==> src/rtl/tt_sweep_pkg.sv <==
// Shared types and helpers for the truth-table sweep controller.
//   state_e : sweep FSM states
//   rows(n) : number of truth-table rows for an n-input block (2**n)
//   vote()  : majority decision for a count of ones out of a number of samples
package tt_sweep_pkg;

  typedef enum logic [2:0] {
    StIdle,
    StApply,
    StSettle,
    StSample,
    StDone
  } state_e;

  function automatic int unsigned rows(input int unsigned n);
    return 32'd1 << n;
  endfunction

  function automatic logic vote(input int unsigned ones, input int unsigned samples);
    return ones > (samples / 2);
  endfunction

endpackage

==> src/rtl/majority_sampler.sv <==
// Counts ones on i_din while enabled and reports the majority vote.
// Ports:
//   i_clk, i_rst : clock, asynchronous active-high reset
//   i_clear      : zero the ones counter (takes priority over i_enable)
//   i_enable     : count i_din this cycle
//   i_din        : sampled bit
//   o_vote       : majority over the counted ones plus the current i_din, so it is
//                  valid on the last enabled cycle before that sample is registered
module majority_sampler
  import tt_sweep_pkg::*;
#(
  parameter int unsigned SAMPLES = 3
) (
  input  logic i_clk,
  input  logic i_rst,
  input  logic i_clear,
  input  logic i_enable,
  input  logic i_din,
  output logic o_vote
);

  localparam int unsigned OW = $clog2(SAMPLES + 1);

  logic [OW-1:0] r_ones;

  always_ff @(posedge i_clk or posedge i_rst) begin
    if (i_rst) begin
      r_ones <= '0;
    end else if (i_clear) begin
      r_ones <= '0;
    end else if (i_enable && i_din) begin
      r_ones <= r_ones + 1'b1;
    end
  end

  assign o_vote = vote(32'(r_ones) + 32'(i_din), SAMPLES);

endmodule

==> src/rtl/truth_table_sweep_ctrl.sv <==
// Sweeps an N_IN-input combinational block through all rows, majority-samples its output
// after a settle delay, and compares the measured table against an expected code.
// Ports:
//   i_clk, i_rst : clock, asynchronous active-high reset
//   i_start      : begin a sweep (IDLE only; wins over i_abort)
//   i_abort      : cancel a sweep in APPLY/SETTLE/SAMPLE, no done pulse
//   i_expected   : target table, captured on the accepted start
//   o_dut_in     : logic-block inputs, in1 = MSB
//   i_dut_out    : logic-block output
//   o_busy       : sweep in progress
//   o_done       : one-cycle pulse, results valid in the same cycle
//   o_measured   : measured table, row 0 at the MSB
//   o_mismatch   : measured ^ expected
//   o_pass       : mismatch == 0
module truth_table_sweep_ctrl
  import tt_sweep_pkg::*;
#(
  parameter int unsigned N_IN          = 3,
  parameter int unsigned SETTLE_CYCLES = 4,
  parameter int unsigned SAMPLES       = 3
) (
  input  logic                      i_clk,
  input  logic                      i_rst,
  input  logic                      i_start,
  input  logic                      i_abort,
  input  logic [rows(N_IN)-1:0]     i_expected,
  output logic [N_IN-1:0]           o_dut_in,
  input  logic                      i_dut_out,
  output logic                      o_busy,
  output logic                      o_done,
  output logic [rows(N_IN)-1:0]     o_measured,
  output logic [rows(N_IN)-1:0]     o_mismatch,
  output logic                      o_pass
);

  localparam int unsigned ROWS = rows(N_IN);
  localparam int unsigned SCW  = (SETTLE_CYCLES > 1) ? $clog2(SETTLE_CYCLES) : 1;
  localparam int unsigned SMW  = (SAMPLES > 1) ? $clog2(SAMPLES) : 1;
  localparam logic [N_IN:0] LAST_ROW = (N_IN + 1)'(ROWS - 1);

  state_e          r_state;
  logic [N_IN:0]   r_row;
  logic [SCW-1:0]  r_settle_cnt;
  logic [SMW-1:0]  r_samp_cnt;
  logic [ROWS-1:0] r_exp;
  logic [ROWS-1:0] r_shadow;
  logic [N_IN-1:0] r_dut_in;
  logic            r_busy;
  logic            r_done;
  logic [ROWS-1:0] r_measured;
  logic [ROWS-1:0] r_mismatch;
  logic            r_pass;

  logic            w_vote;
  logic            w_clear;
  logic            w_enable;
  logic            w_samp_last;
  logic            w_abort;
  logic [N_IN:0]   w_row_inc;
  logic [N_IN-1:0] w_bit_idx;
  logic [ROWS-1:0] w_shadow_nxt;

  assign w_clear     = (r_state == StApply);
  assign w_enable    = (r_state == StSample);
  assign w_samp_last = (r_samp_cnt == SMW'(SAMPLES - 1));
  assign w_abort     = i_abort &&
                       (r_state inside {StApply, StSettle, StSample});
  assign w_row_inc   = r_row + 1'b1;
  // ROWS is a power of two, so ROWS-1-row is the bitwise complement of row.
  assign w_bit_idx   = ~r_row[N_IN-1:0];

  // Shadow table including the vote of the row finishing this cycle; lets the final row
  // be committed on the same edge that enters DONE.
  always_comb begin
    w_shadow_nxt            = r_shadow;
    w_shadow_nxt[w_bit_idx] = w_vote;
  end

  majority_sampler #(
    .SAMPLES (SAMPLES)
  ) u_sampler (
    .i_clk    (i_clk),
    .i_rst    (i_rst),
    .i_clear  (w_clear),
    .i_enable (w_enable),
    .i_din    (i_dut_out),
    .o_vote   (w_vote)
  );

  always_ff @(posedge i_clk or posedge i_rst) begin
    if (i_rst) begin
      r_state      <= StIdle;
      r_row        <= '0;
      r_settle_cnt <= '0;
      r_samp_cnt   <= '0;
      r_exp        <= '0;
      r_shadow     <= '0;
      r_dut_in     <= '0;
      r_busy       <= 1'b0;
      r_done       <= 1'b0;
      r_measured   <= '0;
      r_mismatch   <= '0;
      r_pass       <= 1'b0;
    end else begin
      r_done <= 1'b0;
      if (w_abort) begin
        r_state  <= StIdle;
        r_dut_in <= '0;
        r_busy   <= 1'b0;
      end else begin
        case (r_state)
          StIdle: begin
            if (i_start) begin
              r_exp    <= i_expected;
              r_row    <= '0;
              r_shadow <= '0;
              r_dut_in <= '0;
              r_busy   <= 1'b1;
              r_state  <= StApply;
            end
          end
          StApply: begin
            r_settle_cnt <= SCW'(SETTLE_CYCLES - 1);
            r_state      <= StSettle;
          end
          StSettle: begin
            if (r_settle_cnt == '0) begin
              r_samp_cnt <= '0;
              r_state    <= StSample;
            end else begin
              r_settle_cnt <= r_settle_cnt - 1'b1;
            end
          end
          StSample: begin
            if (w_samp_last) begin
              r_shadow <= w_shadow_nxt;
              if (r_row == LAST_ROW) begin
                r_busy     <= 1'b0;
                r_done     <= 1'b1;
                r_measured <= w_shadow_nxt;
                r_mismatch <= w_shadow_nxt ^ r_exp;
                r_pass     <= (w_shadow_nxt == r_exp);
                r_state    <= StDone;
              end else begin
                r_row    <= w_row_inc;
                r_dut_in <= w_row_inc[N_IN-1:0];
                r_state  <= StApply;
              end
            end else begin
              r_samp_cnt <= r_samp_cnt + 1'b1;
            end
          end
          StDone: begin
            r_dut_in <= '0;
            r_state  <= StIdle;
          end
          default: begin
            r_dut_in <= '0;
            r_busy   <= 1'b0;
            r_state  <= StIdle;
          end
        endcase
      end
    end
  end

  assign o_dut_in   = r_dut_in;
  assign o_busy     = r_busy;
  assign o_done     = r_done;
  assign o_measured = r_measured;
  assign o_mismatch = r_mismatch;
  assign o_pass     = r_pass;

endmodule
==> config.mk <==
export PLATFORM = sky130hd
export DESIGN_NAME = truth_table_sweep_ctrl
export DESIGN_NICKNAME = d
export VERILOG_FILES = /design/src/rtl/tt_sweep_pkg.sv /design/src/rtl/majority_sampler.sv /design/src/rtl/truth_table_sweep_ctrl.sv
export SDC_FILE = /design/constraint.sdc
export NUM_CORES = 1
export LEC_CHECK = 0
export ABC_AREA = 1
export CAP_MARGIN = 20
export CORE_UTILIZATION = 38
export CTS_CLUSTER_SIZE = 8
export DETAILED_ROUTE_END_ITERATION = 10
export PLACE_DENSITY = 0.65
export SLEW_MARGIN = 15
export SYNTH_ARGS = -nofsm -noshare
export SYNTH_HDL_FRONTEND = slang
export SYNTH_SLANG_ARGS = --single-unit
==> constraint.sdc <==
create_clock -name i_clk -period 4.85 [get_ports i_clk]
set_input_delay 0.97 -clock i_clk [delete_from_list [all_inputs] [get_ports i_clk]]
set_output_delay 0.97 -clock i_clk [all_outputs]
set_load 0.01 [all_outputs]
After elaboration in Yosys (flattened, before gate mapping)
Index checks and enable logic that the tools add are counted.
Word-level totals
  input port bits: 13
  word-level logic and storage cells: 102
  flip-flop bits (word level): 51
Operators by class
  $lt $le $gt $ge: 3
  add/sub/neg operators: 5
  bitwise gates (word level): 3
  reduce and logical (&&, ||, !) cells: 21
  muxes and demuxes: 37
  equality and inequality tests: 20
Operators with widths (number)
  32-bit by 1-bit greater-than comparator with 1-bit output, second input constant: 1
  3-bit 2-to-1 mux: 9
  4-bit AND reduction: 5
  8-bit 2-to-1 mux: 2
  8-bit case mux with 2 select lines: 1
  4-bit 2-to-1 mux: 3
  3-bit inequality test, second input constant: 4
  3-bit case mux with 4 select lines: 1
  2-bit 2-to-1 mux: 5
  2-bit inequality test, second input constant: 5
  1-bit 2-to-1 mux: 9
  3-bit case mux with 3 select lines: 1
  3-bit AND reduction: 3
  8-bit bitwise mux: 1
  8-bit == test: 1
  2-bit case mux with 2 select lines: 2
  4-bit case mux with 2 select lines: 1
  2-bit nonzero test: 4
  8-bit bitwise XOR: 1
  3-bit by 2-bit == test with 1-bit output, second input constant: 2
  2-bit by 1-bit inequality test with 1-bit output, second input constant: 3
  5-bit AND reduction: 1
  2-bit by 1-bit adder with 2-bit output, second input constant: 2
  4-bit by 1-bit adder with 4-bit output, second input constant: 1
  19 further kinds: 21

Longest topological paths before layout
Gate-level depths: netlist (run 1).
  depth after elaboration: 8
  depth in mapped cells: 11
  gate-level depth less buffers: 11

Hierarchy
Synthesis (run 1) repeated with hierarchy kept, for this count alone.
Second synthesis, totals
  cell total of the unflattened synthesis: 312
  area, all modules: 2570.0 um^2
By module, submodules not included
  truth_table_sweep_ctrl: area an instance 2463.6 um^2, cells an instance 297, times used 1, sequential area each 1226.2 um^2
  majority_sampler: area an instance 106.4 um^2, cells an instance 15, times used 1, sequential area each 50.0 um^2

Least setup slack after synthesis (run 1)
Ideal clock, no wire load.
  kind: input-to-reg
  from: input i_dut_out
  to: register r_pass (netlist: o_pass)
  data arrival time: 1.855 ns
  library setup time: 0.065 ns
  path slack: 2.930 ns
  path buffers: 0
  data required time: 4.785 ns
  cell stages on the path: 10
  cells stage by stage: nand2_1 nand2_1 inv_1 o21ai_0 nand2_1 nand2_1 nand2_1 nor2_1 nand2_1 nand2_1
Between the ends
  cells in the longest elaborated chain, start to end: 4
RTL lines
  start: declaration: RTL line truth_table_sweep_ctrl.sv:28  | input logic i_dut_out,
  2-bit by 1-bit adder with 3-bit output: RTL line majority_sampler.sv:36  | assign o_vote = vote(32'(r_ones) + 32'(i_din), SAMPLES);
  32-bit by 1-bit greater-than comparator with 1-bit output: RTL line tt_sweep_pkg.sv:20  | return ones > (samples / 2);
  8-bit bitwise mux: RTL line truth_table_sweep_ctrl.sv:76  | w_shadow_nxt[w_bit_idx] = w_vote;
  8-bit == test: RTL line truth_table_sweep_ctrl.sv:142  | r_pass <= (w_shadow_nxt == r_exp);
  end signal: assignment: RTL line truth_table_sweep_ctrl.sv:142
  end: declaration: RTL line truth_table_sweep_ctrl.sv:52  | logic r_pass;
No other way between the ends.
A chain may end at the register's enable or synchronous reset.

Worst setup path after layout (run 1)
Ends and elaborated chain as after synthesis.

==> results of run 1 <==
[area by class of cell]
class / count / share of cell area, %
clock buffer: 6 / 2.38
clock inverter: 1 / 0.985
inverter: 41 / 5.17
multi-input combinational: 217 / 35.3
sequential: 51 / 41.9
tap: 77 / 3.16
timing repair buffer: 34 / 11.2
[critical path: stages]
cell and delay [ns]:
clkdlybuf4s50_1 0.48, nand2_1 0.07, nand2_1 0.23, inv_1 0.20
o21ai_0 0.25, nand2_1 0.07, nand2_1 0.08, nand2_1 0.07
nor2_1 0.10, nand2_1 0.06, nand2_1 0.05
[worst paths after layout]
path,slack (ns),start,cells past startpoint,end
worst min register to register,0.49,o_mismatch[6],2,o_mismatch[6]
worst max-delay path,2.46,i_dut_out,11,o_pass
min in group asynchronous,1.15,i_rst,2,r_state[1]
worst max register to register,2.57,r_row[0],11,o_pass
worst min-delay path,0.49,o_mismatch[6],2,o_mismatch[6]
max in group asynchronous,3.18,i_rst,2,o_measured[7]
[state kept, by name, indices dropped and copies added, names as in the netlist]
signal / flops
o_busy: 1
o_done: 1
o_dut_in: 3
o_measured: 8
o_mismatch: 8
o_pass: 1
r_exp: 8
r_row: 4
r_samp_cnt: 2
r_settle_cnt: 2
r_shadow: 8
r_state: 3
u_sampler.r_ones: 2
[cells by family after synthesis]
kind of cell	count (synthesis)	share of synthesized area (%)
compound gates	60	13.0
xor+xnor	1	0.340
fa+ha+maj	3	1.46
buf+inv	50	8.65
flops	51	49.6
simple gates	153	27.0
[metrics by stage]
| stage | cells | worst slack [ns] |
|---|---|---|
| final | 427 | 2.46 |
| after global routing | 427 | 2.20 |
| after CTS | 427 | 2.47 |
| after detailed placement | 420 | 2.15 |
| after global placement | 420 | 2.20 |
| after floorplan | 318 | 2.65 |
[metal layers]
metal  vias up  part of all wire (%)  global-route usage, %  routed length [um]
met5         -                     0                      0                   0
met4         0                   1.6                   5.33                  86
met3         8                   4.9                   3.64                 270
met2        37                    47                   26.3                2580
met1      1002                    46                   23.2                2540
li1       1092                     -                      -                   -
[power groups by stage]
stage | Combinational (mW) | Sequential [mW] | Clock (mW)
after floorplan | 0.395 | 0.554 | 0
after global placement | 0.487 | 0.569 | 0
after detailed placement | 0.499 | 0.571 | 0
after CTS | 0.500 | 0.562 | 0.291
after global routing | 0.571 | 0.572 | 0.309
final | 0.498 | 0.563 | 0.285
[synth_stat cells]
library cell,instances
nand2_1,88
dfrtp_1,51
inv_1,36
o21ai_0,33
nand3_1,25
nor2_1,24
a21oi_1,11
buf_2,5
nand4_1,5
a31oi_1,4
inv_2,4
o21ai_2,4
buf_6,3
ha_1,3
nor2_4,3
o21ai_1,3
nand2_4,2
nand3_4,2
nor3_1,2
a21boi_0,1
a32oi_1,1
buf_4,1
inv_4,1
nand3_2,1
nor2_2,1
o21a_1,1
o21bai_1,1
o31ai_1,1
xor2_1,1
==> metrics.txt, run 1 <==
num rows 29; CP Data Arrival Time 2.63 ns; max cap viols 0; width of the die 84.3 um; DRC 2; Avg Inst Size Synth 8.09 um2; # hold bufs at CTS 0; Core Area 6460 um2; Diodes inserted 0; WP data required 5.10 ns; Yosys warnings 0; Starting Density 39.8%; Syn Nets 334; Seq/Total Area, Yosys 49.6%; Slew Viols, Final 0; sw frac 39.7%; period utilization 49.2%; RSZ-0062 raised after global routing false; largest net degree at the start of global routing 52; unique cell type count in the Yosys netlist 29; Synth Cell Area 2570 um2; Static Leakage 1.49 nW; detailed-route via count 2139; final hold vios 0; die height 84.3 um; cells after synthesis 318; Finished Cell Area 3050 um2; Peak VDD IR 0.168 mV; HP Class reg2reg; Worst Setup Start Kind primary input; layout cell share with drive strength beyond 1 7.14%; internal power 0.812 mW; Nets 366; worst slew pin tran 0.881 ns; Rel. slew slack 41.2%; register share of total power 41.8%; CTS Buf Count 5; number of gates resized after cts 0; skew final 0.00857 ns; fmax 419 MHz; total grt overflow 0; worst-case clock buffer depth 2; area grow syn2layout 18.4%; ANT nets after route 0; Worst-path clk slew 0.09 ns; Post-CTS Setup Bufs 0; DRT Pass-1 Iters 7; initial antenna violation count 0; Routed WL per cell 12.8 um; status complete, but fails checks; switching pwr 0.534 mW; combinational power share 37.0%; most common cell after layout, fill and taps aside nand2_1; vias per cell 5.01; final setup violation count 0; Clock Root Buffer clkbuf_8; first-pass GRT wire length 9430 um; DP HPWL 4060 um; total negative slack 0 ns; Clk pwr share 21.2%; Yosys top cell by area dfrtp_1; failing checks design-rule violations; total power 1.35 mW; fill count 630; CTS sink cnt 51; Overall Global Routing Usage 16.8%; flops & latches, synth 51; die area 7110 um2; post-place instance area 2940 um2; crit path time final 2.39 ns; clock latency on the worst-skew pair 0.30 ns; IO Count 35; top-area cell type share of the netlist area 49.6%; highest-count cells in the layout ignoring fill and taps 88 x nand2_1, 51 x dfrtp_1, 35 x inv_1; CTS tree yes; Cell Pwr Density 442 nW/um2; Final Wtd Congestion 0.879; vias in the first global route 1998; leading post-synthesis cells by cell area dfrtp_1 50%, nand2_1 13%, o21ai_0 6.4%, inv_1 5.3%, nand3_1 4.9%; DR iter-0 viols 191; Detailed Route WL 5480 um; critical path type in2reg; multi-input logic area 1070 um2; Layout Utilization 47.2%; H-tree levels 2; worst-path fanout max 9; Worst Setup End Kind flip-flop; register area 1280 um2; Hold WS 0.494 ns; PortBufs 34
(Power assumes the default switching activity.)
==> inputs of run 2 (changes only) <==
--- a/config.mk
+++ b/config.mk
@@ -10,7 +10,7 @@
 export CORE_UTILIZATION = 38
 export CTS_CLUSTER_SIZE = 8
 export DETAILED_ROUTE_END_ITERATION = 10
-export PLACE_DENSITY = 0.65
+export PLACE_DENSITY = 0.67
 export SLEW_MARGIN = 15
 export SYNTH_ARGS = -nofsm -noshare
 export SYNTH_HDL_FRONTEND = slang
==> constraint.sdc (replaced) <==
create_clock -name i_clk -period 2.1 [get_ports i_clk]
set_input_delay 0.42 -clock i_clk [delete_from_list [all_inputs] [get_ports i_clk]]
set_output_delay 0.42 -clock i_clk [all_outputs]
set_load 0.01 [all_outputs]
==> run 2 against run 1 <==
  * Wire length is 2.0% higher
  * Sequential power is 130% higher
  * Cell count is 1.6% higher
  * Register-to-register slack worse by 2.3 ns
  * The run now ends clean
  * Largest power group unchanged
  * Hold slack worse by 0.033 ns
  * Critical endpoint is now o_measured[6]
  * Sequential share of layout area is 0.78 points lower
==> metrics.txt, run 2 (synthesis gave the netlist of run 1 again) <==
Peak VDD IR 0.375 mV (+120%); CP Data Arrival Time 2.01 ns (-0.62 ns); Detailed Route WL 5590 um (+2.0%); Cell Pwr Density 1010 nW/um2 (+130%); grt met1 use 23.5% (+0.31 points); max cap viols 0 (unchanged); layout cell share with drive strength beyond 1 9.24% (+2.1 points); Placed Cells 426 (+1.4%); CP max-delay cell dfrtp_1; skew final 0.0110 ns (+0.00240 ns); Starting Density 39.8% (unchanged); HP Class in2async; area grow syn2layout 20.7%; CTS sink cnt 51 (unchanged); final hold vios 0 (unchanged); final cell count without fillers 434 (+1.6%); initial antenna violation count 0 (unchanged); total negative slack 0 ns (unchanged); Hold WS 0.461 ns (-0.0328 ns); critical path type reg2reg; Nets 372 (+1.6%); PortBufs 34 (unchanged); Buf+Inv Stages, Crit Path 3 (+1); Static Leakage 1.52 nW (+2.3%); Diodes inserted 0 (unchanged); period utilization 84.9%; DRC 0 (-2); crit path time final 1.78 ns; Worst Setup Start Kind flip-flop; DRT Pass-1 Iters 5 (-2); num rows 29 (unchanged); worst-path fanout max 9 (unchanged); CTS Buf Count 5 (unchanged); total grt overflow 0 (unchanged); largest net degree at the start of global routing 52 (unchanged); width of the die 84.3 um (unchanged); Clock Root Buffer clkbuf_8; die area 7110 um2 (unchanged); global routing usage on met3 2.65% (-0.98 points); die height 84.3 um (unchanged); highest-count cells in the layout ignoring fill and taps 88 x nand2_1, 51 x dfrtp_1, 35 x inv_1; final setup violation count 0 (unchanged); WP data required 2.33 ns (-2.77 ns); post-place instance area 3000 um2 (+2.0%); detailed-route via count 2166 (+1.3%); Reg2Reg Setup Slack 0.32 ns (-2.25 ns); Slew Viols, Final 0 (unchanged); vias per cell 4.99 (-0.37%); most common cell after layout, fill and taps aside nand2_1; status finished clean; number of gates resized after cts 0 (unchanged); total power 3.12 mW (+130%); Overall Global Routing Usage 17.0% (+0.27 points); worst slew pin tran 0.315 ns (-0.566 ns); DR iter-0 viols 227 (+19%); crit-path cells ha_1, nand2_1, inv_1, nand2_1, nor2_4, nand3_2, inv_2, buf_4, nor2_1, a31oi_1; Slowest Stage Delay on Critical Path 0.52 ns (+0.04 ns); CP top delay family flip-flops; worst-case clock buffer depth 2 (unchanged); GR peak layer met2; Final Wtd Congestion 0.898 (+2.3%); IO Count 35 (unchanged); vias in the first global route 2055 (+2.9%); DP HPWL 4070 um (+0.20%); # hold bufs at CTS 0 (unchanged); Core Area 6460 um2 (unchanged); fmax 561 MHz; RSZ-0062 raised after global routing false; crit-path most repeated cell nand2_1; Worst-path clk slew 0.10 ns (about the same); Rel. slew slack 79.0% (+38 points); Worst Setup End Kind flip-flop; first-pass GRT wire length 9580 um (+1.6%); Post-CTS Setup Bufs 0 (unchanged); clock latency on the worst-skew pair 0.31 ns (about the same); H-tree levels 2 (unchanged); met2 Use GR 27.5% (+1.2 points); Routed WL per cell 12.9 um (+0.36%); ANT nets after route 0 (unchanged); Finished Cell Area 3110 um2 (+1.9%); CTS tree yes
-- run 2: worst paths after layout --
| check | startpoint | end | cells after the start |
|---|---|---|---|
| setup / recovery | r_row[0] | o_measured[6] | 10 |
| hold / removal | i_rst | o_busy | 3 |
| setup reg to reg | r_row[0] | o_measured[6] | 10 |
| hold reg to reg | o_measured[2] | o_measured[2] | 2 |
| max in group asynchronous | i_rst | o_measured[5] | 3 |
| min in group i_clk | o_measured[2] | o_measured[2] | 2 |
-- run 2: through the flow --
stage / util, % / setup WS, ns
final: 48.1 / 0.317
after global routing: 48.1 / 0.125
after CTS: 48.1 / 0.312
after detailed placement: 46.5 / 0.131
after global placement: 46.5 / 0.141
after floorplan: - / 0.450
-- run 2: routing by layer --
metal  vias up  wire length (um)
met4         0                65
met5         -                 0
met3         5               208
met2        41              2640
met1      1020              2670
li1       1100                 -
-- run 2: worst register-to-register path: stages, from the launching register on --
cell and delay, ns:
dfrtp_1 0.52, ha_1 0.23, nand2_1 0.06, inv_1 0.09, nand2_1 0.10, nor2_4 0.15, nand3_2 0.11, inv_2 0.12
buf_4 0.15, nor2_1 0.04, a31oi_1 0.15
-- run 2: layout make-up --
cell class / instances / area (um2)
clock buffer: 7 / 96.3
clock inverter: 1 / 7.51
fill: 641 / 3350
inverter: 41 / 156
multi-input combinational: 217 / 1070
sequential: 51 / 1280
tap: 77 / 96.3
timing repair buffer: 40 / 398
-- run 2: where the power goes --
part	switching, mW	internal, mW
Clock	0.333	0.300
Combinational	0.792	0.399
Sequential	0.137	1.16
==> inputs of run 3 (changes only) <==
--- a/config.mk
+++ b/config.mk
@@ -10,7 +10,7 @@
 export CORE_UTILIZATION = 38
 export CTS_CLUSTER_SIZE = 8
 export DETAILED_ROUTE_END_ITERATION = 10
-export PLACE_DENSITY = 0.67
+export PLACE_DENSITY = 0.65
 export SLEW_MARGIN = 15
 export SYNTH_ARGS = -nofsm -noshare
 export SYNTH_HDL_FRONTEND = slang
==> constraint.sdc (replaced) <==
create_clock -name i_clk -period 1.68 [get_ports i_clk]
set_input_delay 0.336 -clock i_clk [delete_from_list [all_inputs] [get_ports i_clk]]
set_output_delay 0.336 -clock i_clk [all_outputs]
set_load 0.01 [all_outputs]
==> run 3 against run 2 <==
  * The run now ends with design-rule violations left
  * Cell count increased by 4.8%
  * Die area is the same
  * Cell area grew 6.8%
  * Flip-flop and latch count is the same
  * Count of clock-buffer cells in the layout shrank 1
  * Sequential share of layout area decreased by 2.6 points
  * Largest power group is now combinational logic
  * Utilization rose by 3.3 points
  * Non-clock buffer count up 21
  * Register-to-register slack got worse by 0.22 ns
  * First-iteration DRC count is 28% lower
  * Highest routed layer unchanged
  * Global-route usage rose by 0.44 points
  * Critical path depth unchanged
  * Largest cell class unchanged
==> metrics.txt, run 3 (synthesis gave the netlist of run 1 again) <==
die height 84.3 um (unchanged); HP Class in2async; Rel. slew slack 82.0% (+3.0 points); highest-count cells in the layout ignoring fill and taps 87 x nand2_1, 50 x dfrtp_1, 35 x inv_1; Clock Root Buffer clkbuf_8; failing checks design-rule violations; CP Data Arrival Time 1.84 ns (-0.17 ns); Slew Viols, Final 0 (unchanged); crit path time final 1.58 ns (-0.199 ns); Routed WL per cell 12.5 um (-2.8%); final hold vios 0 (unchanged); clock latency on the worst-skew pair 0.31 ns (about the same); initial antenna violation count 0 (unchanged); crit-path cells buf_4, inv_1, nand3_1, o21ai_1, nand2_1, nand2_1, nand2_1, nor2_1, nand2_1, nand2_1; Worst-path clk slew 0.09 ns (about the same); max cap viols 0 (unchanged); Final Wtd Congestion 0.823 (-8.4%); CP max-delay cell dfrtp_1; DRC 2 (+2); Diodes inserted 0 (unchanged); width of the die 84.3 um (unchanged); H-tree levels 2 (unchanged); worst-case clock buffer depth 2 (unchanged); worst-path fanout max 8 (-1); CTS tree yes; worst slew pin tran 0.270 ns (-0.0451 ns); skew final 0.0117 ns (+0.000764 ns); RSZ-0062 raised after global routing true; vias per cell 4.88 (-2.1%); critical path type reg2reg; Worst Setup Start Kind flip-flop; Slowest Stage Delay on Critical Path 0.39 ns (-0.13 ns); crit-path most repeated cell nand2_1; DRT Pass-1 Iters 7 (+2); status complete, but fails checks; num rows 29 (unchanged); detailed-route via count 2222 (+2.6%); Starting Density 39.8% (unchanged); DP HPWL 4320 um (+6.1%); most common cell after layout, fill and taps aside nand2_1; Static Leakage 1.63 nW (+7.0%); DR iter-0 viols 163 (-28%); WP data required 1.93 ns (-0.40 ns); Detailed Route WL 5690 um (+1.9%); Overall Global Routing Usage 17.5% (+0.44 points); final setup violation count 0 (unchanged); CTS sink cnt 51 (unchanged); Core Area 6460 um2 (unchanged); CTS Buf Count 5 (unchanged); die area 7110 um2 (unchanged); layout cell share with drive strength beyond 1 16.7% (+7.4 points); total power 4.04 mW (+30%); ANT nets after route 0 (unchanged); vias in the first global route 2197 (+6.9%); area grow syn2layout 28.9%; first-pass GRT wire length 9920 um (+3.5%); IO Count 35 (unchanged); Nets 393 (+5.6%); Peak VDD IR 0.489 mV (+31%); total grt overflow 0 (unchanged); fmax 631 MHz (+13%); PortBufs 34 (unchanged); largest net degree at the start of global routing 44 (-15%); Hold WS 0.265 ns (-0.197 ns); period utilization 94.3% (+9.4 points); Worst Setup End Kind flip-flop; Cell Pwr Density 1220 nW/um2 (+21%)
[run 3: cell types whose count changed in the layout (fill, tap and decap cells not counted), sizes merged]
cell | before | now
buf | 6 | 27
clkbuf | 7 | 6
clkinv | 0 | 1
[run 3: repair_timing]
action	CTS	global route
pin swaps	0	3
resized for setup	1	20
hold buffers	0	0
buffers inserted	0	2
gates cloned	0	0
setup endpoints to repair	1	11
[run 3: path summary, 6_finish.rpt]
kind | end | from | slack (ns) | cells after the start
worst max-delay path | o_pass | r_row[1] | 0.1 | 10
worst min-delay path | u_sampler.r_ones[0] | i_rst | 0.26 | 2
min in group i_clk | o_mismatch[7] | o_mismatch[7] | 0.50 | 2
max in group asynchronous | r_row[2] | i_rst | 0.92 | 3
worst max register to register | o_pass | r_row[1] | 0.1 | 10
worst min register to register | o_mismatch[7] | o_mismatch[7] | 0.50 | 2
[run 3: where the power goes]
part | switching [mW] | total [mW] | internal (mW)
combinational | 1.05 | 1.68 | 0.634
sequential | 0.155 | 1.61 | 1.45
clock | 0.418 | 0.755 | 0.337
[run 3: area by class of cell]
| type | instances | area (um2) |
|---|---|---|
| multi-input cells | 217 | 1120 |
| inverters | 41 | 161 |
| well taps | 77 | 96.3 |
| clock inverters | 2 | 16.3 |
| fillers | 613 | 3140 |
| clock buffers | 6 | 82.6 |
| repair buffers | 61 | 568 |
| flip-flops and latches | 51 | 1280 |
[run 3: per-layer routing]
| metal | part of all wire (%) | up-vias | track usage (%) |
|---|---|---|---|
| li1 | - | 1145 | - |
| met1 | 49 | 1043 | 23.6 |
| met2 | 47 | 32 | 28.9 |
| met3 | 2.8 | 2 | 3.54 |
| met4 | 0.44 | 0 | 4.39 |
| met5 | 0 | - | 0 |
[run 3: critical path, delay by kind of cell, from the launching register on]
kind | cells | cell delay, ns
and+or+nand+nor | 7 | 0.61
DFF | 1 | 0.39
buffers and inverters | 2 | 0.32
AOI/OAI and AO/OA | 1 | 0.21
[run 3: stage by stage]
step | std cells | util (%) | cell area, um2 | setup slack [ns] | TNS, ns
final | 455 | 51.4 | 3320 | 0.0961 | 0
after global routing | 455 | 51.4 | 3320 | -0.0565 | -0.0568
after CTS | 453 | 50.4 | 3260 | 0.00892 | 0
after detailed placement | 445 | 48.9 | 3160 | -0.261 | -2.15
after global placement | 445 | 48.9 | 3160 | -0.230 | -1.32
after floorplan | 318 | - | 2570 | 0.114 | 0
